`src/rtl/load_store_unit.sv`:
```
`default_nettype none
// ============================================================================
// Module   : load_store_unit
// Purpose  : Byte-addressed load/store initiator for a word-organised data
//            memory, with sub-word extraction/extension and read-modify-write.
// Revision : 1.0
// ============================================================================
module load_store_unit #(
    parameter int ADDR_W = 15
) (
    input  logic              clk,
    input  logic              reset,
    input  logic              req_valid,
    output logic              req_ready,
    input  logic              req_write,
    input  logic [1:0]        req_size,
    input  logic              req_unsigned,
    input  logic [ADDR_W+1:0] req_addr,
    input  logic [31:0]       req_wdata,
    output logic              resp_valid,
    input  logic              resp_ready,
    output logic [31:0]       resp_rdata,
    output logic              resp_err,
    output logic [ADDR_W-1:0] mem_addr,
    output logic              mem_write_en,
    output logic [31:0]       mem_write_data,
    input  logic [31:0]       mem_read_data
);

    localparam logic [1:0] c_SIZE_BYTE = 2'b00;
    localparam logic [1:0] c_SIZE_HALF = 2'b01;
    localparam logic [1:0] c_SIZE_WORD = 2'b10;

    typedef enum logic [2:0] {
        S_IDLE    = 3'd0,
        S_READ    = 3'd1,
        S_CAPTURE = 3'd2,
        S_WRITE   = 3'd3,
        S_DONE    = 3'd4
    } state_t;

    state_t      r_state;
    logic        r_write;
    logic [1:0]  r_size;
    logic        r_unsigned;
    logic [1:0]  r_offset;
    logic [15:0] r_wdata;

    logic        w_req_err;
    logic [7:0]  w_byte;
    logic [15:0] w_half;
    logic [31:0] w_load_ext;
    logic [31:0] w_merged;

    assign req_ready  = (r_state == S_IDLE);
    assign resp_valid = (r_state == S_DONE);
    // Reset asserted during WRITE suppresses the strobe so a half-finished
    // read-modify-write never reaches memory.
    assign mem_write_en = (r_state == S_WRITE) && !reset;

    assign w_req_err = (req_size == 2'b11) ||
                       ((req_size == c_SIZE_HALF) && req_addr[0]) ||
                       ((req_size == c_SIZE_WORD) && (req_addr[1:0] != 2'b00));

    always_comb begin
        w_byte     = 8'h00;
        w_half     = r_offset[1] ? mem_read_data[31:16] : mem_read_data[15:0];
        w_load_ext = mem_read_data;
        w_merged   = mem_read_data;
        case (r_offset)
            2'd0:    w_byte = mem_read_data[7:0];
            2'd1:    w_byte = mem_read_data[15:8];
            2'd2:    w_byte = mem_read_data[23:16];
            default: w_byte = mem_read_data[31:24];
        endcase
        case (r_size)
            c_SIZE_BYTE: w_load_ext = {{24{~r_unsigned & w_byte[7]}}, w_byte};
            c_SIZE_HALF: w_load_ext = {{16{~r_unsigned & w_half[15]}}, w_half};
            default:     w_load_ext = mem_read_data;
        endcase
        if (r_size == c_SIZE_BYTE) begin
            case (r_offset)
                2'd0:    w_merged[7:0]   = r_wdata[7:0];
                2'd1:    w_merged[15:8]  = r_wdata[7:0];
                2'd2:    w_merged[23:16] = r_wdata[7:0];
                default: w_merged[31:24] = r_wdata[7:0];
            endcase
        end else if (r_offset[1]) begin
            w_merged[31:16] = r_wdata;
        end else begin
            w_merged[15:0] = r_wdata;
        end
    end

    always_ff @(posedge clk) begin
        if (reset) begin
            r_state        <= S_IDLE;
            r_write        <= 1'b0;
            r_size         <= 2'b00;
            r_unsigned     <= 1'b0;
            r_offset       <= 2'b00;
            r_wdata        <= 16'h0000;
            resp_rdata     <= 32'h0;
            resp_err       <= 1'b0;
            mem_addr       <= '0;
            mem_write_data <= 32'h0;
        end else begin
            case (r_state)
                S_IDLE: begin
                    if (req_valid) begin
                        r_write    <= req_write;
                        r_size     <= req_size;
                        r_unsigned <= req_unsigned;
                        r_offset   <= req_addr[1:0];
                        r_wdata    <= req_wdata[15:0];
                        mem_addr   <= req_addr[ADDR_W+1:2];
                        resp_rdata <= 32'h0;
                        if (w_req_err) begin
                            resp_err <= 1'b1;
                            r_state  <= S_DONE;
                        end else begin
                            resp_err <= 1'b0;
                            if (req_write && (req_size == c_SIZE_WORD)) begin
                                mem_write_data <= req_wdata;
                                r_state        <= S_WRITE;
                            end else begin
                                r_state <= S_READ;
                            end
                        end
                    end
                end
                S_READ: r_state <= S_CAPTURE;
                S_CAPTURE: begin
                    if (r_write) begin
                        mem_write_data <= w_merged;
                        r_state        <= S_WRITE;
                    end else begin
                        resp_rdata <= w_load_ext;
                        r_state    <= S_DONE;
                    end
                end
                S_WRITE: r_state <= S_DONE;
                S_DONE: begin
                    if (resp_ready) begin
                        r_state <= S_IDLE;
                    end
                end
                default: r_state <= S_IDLE;
            endcase
        end
    end

endmodule
`default_nettype wire

```
`config.mk`:
```
export PLATFORM = sky130hd
export DESIGN_NAME = load_store_unit
export DESIGN_NICKNAME = d
export VERILOG_FILES = /design/src/rtl/load_store_unit.sv
export SDC_FILE = /design/constraint.sdc
export NUM_CORES = 1
export LEC_CHECK = 0
export CAP_MARGIN = 20
export CORE_UTILIZATION = 40
export DETAILED_ROUTE_END_ITERATION = 12
export GPL_TIMING_DRIVEN = 0
export HOLD_SLACK_MARGIN = 0.05
export PLACE_DENSITY = 0.68
export SLEW_MARGIN = 20
export SYNTH_ARGS = -nofsm -noshare
export SYNTH_HDL_FRONTEND = slang
export SYNTH_SLANG_ARGS = --single-unit
```
`constraint.sdc`:
```
create_clock -name clk -period 2 [get_ports clk]
set_input_delay 0.3 -clock clk [delete_from_list [all_inputs] [get_ports clk]]
set_output_delay 0.3 -clock clk [all_outputs]
set_load 0.01 [all_outputs]
```
### After elaboration in Yosys (flattened, before gate mapping)

Index checks and enable logic that the tools add are counted.

* output and inout bits: 83
* bits of input ports: 89
* word-level logic and storage cells: 71
* register bits after elaboration: 105

* eq/ne operators: 16
* bitwise logic cells: 3
* muxes and demuxes: 25
* reduce and logical (&&, ||, !) cells: 17

Operator list (number)
* 32-bit 2-to-1 mux: 7
* 32-bit one-hot mux with 2 select lines: 3
* 16-bit 2-to-1 mux: 3
* 8-bit 2-to-1 mux: 4
* 8-bit one-hot mux with 3 select lines: 1
* 3-bit one-hot mux with 5 select lines: 1
* 3-bit 2-to-1 mux: 4
* 2-bit != test, second input constant: 4
* 2-bit by 1-bit == test with 1-bit output, second input constant: 3
* 2-bit == test, second input constant: 3
* 3-bit by 2-bit == test with 1-bit output, second input constant: 2
* 5-bit AND reduction: 1
* 1-bit logical AND: 4
* 2-bit logical NOT: 2
* 2-bit by 1-bit != test with 1-bit output, second input constant: 2
* 2-bit AND reduction: 2
* 2-bit nonzero test: 2
* 3-bit by 1-bit == test with 1-bit output, second input constant: 1
* 3-bit == test, second input constant: 1
* 3-bit logical NOT: 1
* 3-bit AND reduction: 1
* 3-bit OR reduction: 1
* 1-bit AND: 2
* 1-bit logical OR: 2
* 4 further kinds: 4

### Longest topological paths before layout

* word-level depth: 7
* mapped depth: 8
* gate-level depth less buffers: 4

### Worst setup path after synthesis

OpenSTA, ideal clock, no wires.

* kind: register to register
* start: reg r_offset[1]
* end: reg resp_rdata[18]
* slack: 284 ps
* arrival: 1594 ps
* cell stages (with the launch flop): 5
* setup time: 122 ps
* data required time: 1878 ps
* period minus slack after synthesis: 1716 ps
* path buffers: 1
* cell sequence: dfxtp_1 -> mux4_2 -> o2111a_2 -> buf_6 -> a221o_1

* word-level cells in the longest chain between the ends: 6
* elaborated cells on any way between the ends: 10
* those cells by class: eq/ne (2); mux (5); bitwise (2); reduce/logical (1)

Ends and longest elaborated chain
* start: declaration: RTL line 46 `logic [1:0] r_offset;`
* start signal: assignment: RTL line 114 `r_offset <= req_addr[1:0];`
* 2-bit == test (tied with other cells): RTL line 70 `case (r_offset)`
* 8-bit one-hot mux with 3 select lines: RTL line 70
* 1-bit AND: RTL line 77 `c_SIZE_BYTE: w_load_ext = {{24{~r_unsigned & w_byte[7]}}, w_byte};`
* 32-bit one-hot mux with 2 select lines (*): RTL line 76 `case (r_size)`
* 32-bit 2-to-1 mux (*): RTL line 134 `if (r_write) begin`
* 32-bit one-hot mux with 2 select lines (*): RTL line 108 `case (r_state)`
* end signal: assignment: RTL line 138 `resp_rdata <= w_load_ext;`
* end: declaration: RTL line 22 `output logic [31:0] resp_rdata,`

Every way passes the cells marked *; elsewhere a longest branch is shown, timed or not. The select of a mux whose other input is x is not followed.
A chain may end at the register's enable or synchronous reset.

### Final worst setup path

* start: in mem_read_data[31]
* end: reg resp_rdata[19]

* word-level cells in the longest chain between the ends: 5
* elaborated cells on any way between the ends: 7
* those cells by class: mux (5); bitwise (2)

Ends and longest elaborated chain
* start: declaration: RTL line 27 `input logic [31:0] mem_read_data`
* 8-bit one-hot mux with 3 select lines or 16-bit 2-to-1 mux (tied branches): RTL line 70, 67
* 1-bit AND, on equally long branches: RTL line 77, 78
* 32-bit one-hot mux with 2 select lines (*): RTL line 76
* 32-bit 2-to-1 mux (*): RTL line 134
* 32-bit one-hot mux with 2 select lines (*): RTL line 108

Marked as above.

==> flow_summary.toml <==
[outcome]
outcome = "finished, final reports clean"

[sta]
drv_slew = 0
finalSetupViolations = 0
setup_slack_ns = 0.0522
fmax_mhz = 513
fin_skew_ns = 0.00507
tightest_slew_ns = 0.679
max_slew_margin_pct = 54.7
fin_hold_ws_ns = 0.457
rsz0062_at_grt = "no"
finalHoldViolations = 0
post-route-min-period_ns = 1.95
finalCritPeriodShare_pct = 97.4

[layout]
final_nets = 861
layout-drive-gt1-share_pct = 11.4
final_cell_mix = "clkdlybuf4s50_1, dfxtp_1, nand2_1"
syn2layout_area_growth_pct = 43.1
n_fill_cell = 1171
layout_commonest_cell = "clkdlybuf4s50_1"
diodes = 0
fin_util_pct = 58.6
design_area_um2 = 7390
fin_cells = 947

[clock_network]
cts_tree = "built"
clkTransAtPathRegs_ns = 0.07
clk_latency_ns = 0.35
h-tree-depth = 3
clockRootBuffer = "clkbuf_16"
clock-sinks = 105
cts_buffers = 9
cts_buffer_depth = 2

[floorplanning]
coreArea_um2 = 12600
pin_count = 172
dieArea_um2 = 13400
start_util_pct = 40.9
rows = 41
die_w_um = 116
dieHeight_um = 116

[global_routing]
grt_pass1_vias = 5130
grt_antenna_before_repair = 0
grtUsageTotal_pct = 26.3
grt_max_degree = 15
grt.overflow.total = 0
grt_pass1_wl_mm = 26.8

[pwr]
power.density_nw_per_um2 = 659
vdd_drop_max_mv = 0.397
leakage_nw = 2.75

[place]
portBuffers = 171
gp_congestion = 0.897
post-place-ws_ns = -0.429
placed_area_um2 = 7090
dp_hpwl_mm = 13.5
dp_cells = 931

[synthesis]
synth_cell_types = 52
synth_area_per_cell_um2 = 8.78
syn_inst = 588
yosysWarnings = 0
ys.flop_type = "dfxtp_1"
syn_area_um2 = 5160
syn-num-nets = 677
synth_seq_cells = 105
ys_seq_area_share_pct = 40.7
ys_async_sr_fraction_pct = 0
synth-edff-count = 0

[routing]
drtPass1Iterations = 5
drt_iter0_drc = 368
wire_per_inst_um = 18.5
postRouteAntennaNets = 0
routed_wl_mm = 17.5
vias = 5304
vias_per_cell = 5.60
drc = 0

[critical_path]
required_ns = 2.24
crit_path_end_kind = "register"
critPathKind = "in2reg"
start_kind = "primary input"
path_max_fanout = 10
crit_arrival_ns = 2.18

[worst_hold_path]
holdCritPathClass = "reg2reg"

[run]
maxCapViolCount = 0
==> state kept, by name (all words and copies together), names as in the netlist <==
name / flops
mem_write_data: 32
resp_rdata: 32
r_wdata: 16
mem_addr: 15
r_state: 3
r_offset: 2
r_size: 2
r_unsigned: 1
r_write: 1
resp_err: 1
==> per-layer routing <==
layer | vias up | wire (um) | track usage (%) | part of all wire, %
li1 | 2527 | - | - | -
met1 | 2529 | 7690 | 33.8 | 44
met2 | 211 | 8220 | 43.4 | 47
met3 | 37 | 1170 | 4.55 | 6.7
met4 | 0 | 447 | 11.3 | 2.5
met5 | - | 0 | 0 | 0
==> repair_timing <==
action	in CTS	in global routing
setup endpoints to repair	27	24
hold endpoints to repair	0	0
hold buffers	0	0
buffers inserted	1	2
resized for setup	3	6
==> area by class of cell <==
type / instances / area, um^2 / share of cell area (%)
sequential: 105 / 2100 / 28.4
tap: 172 / 215 / 2.91
inverter: 6 / 22.5 / 0.305
buffer: 52 / 282 / 3.81
timing repair buffer: 174 / 1730 / 23.5
multi-input combinational: 424 / 2770 / 37.5
clock buffer: 14 / 264 / 3.57
==> through the flow <==
stage / TNS, ns / total power [mW]
after floorplan: 0 / 2.78
after global placement: -13.79 / 3.23
after detailed placement: -18.40 / 3.25
after CTS: 0 / 4.88
after global routing: 0 / 5.06
final: 0 / 4.87
==> kinds of logic (layout without fill, tap and decap cells) <==
logic type / count (synthesis) / count (layout) / share of synthesized area [%]
muxes: 26 / 26 / 5.45
AOI/OAI and AO/OA: 208 / 208 / 29.3
DFF: 105 / 105 / 40.7
and+or+nand+nor: 190 / 190 / 18.6
buffers and inverters: 59 / 246 / 5.91
==> cell usage after synthesis (all sizes together) (7+ instances only) <==
library cell,count,area (um^2)
a32o,16,160
and3b,7,61.3
nor2,36,173
a311oi,16,203
mux2,7,78.8
o21ai,34,170
buf,36,219
nand2b,18,113
nor2b,10,62.6
clkbuf,17,63.8
nand2,93,349
mux2i,18,180
dfxtp,105,2100
a211o,7,61.3
o221ai,16,140
o2bb2ai,16,140
a21oi,77,393
or3,9,56.3
a221o,16,160
==> power by group <==
part	switching [mW]	internal, mW	leakage (nW)
Clock	0.743	0.901	0.129
Sequential	0.0613	2.17	0.853
Combinational	0.546	0.446	1.77
==> critical path, cell delays in order <==
cell and delay (ns):
clkdlybuf4s50_1 0.54, mux4_2 0.57, o2111a_2 0.34, buf_6 0.16
a221o_1 0.27
==> final timing paths <==
path / slack [ns] / endpoint / start / depth (start not counted)
worst min register to register: 0.46 / resp_err / resp_err / 2
worst min-delay path: 0.46 / resp_err / resp_err / 2
worst max-delay path: 0.05 / resp_rdata[19] / mem_read_data[31] / 5
worst max register to register: 0.09 / resp_rdata[19] / r_offset[1] / 4
No activity file was read; power rests on OpenSTA's default activity.
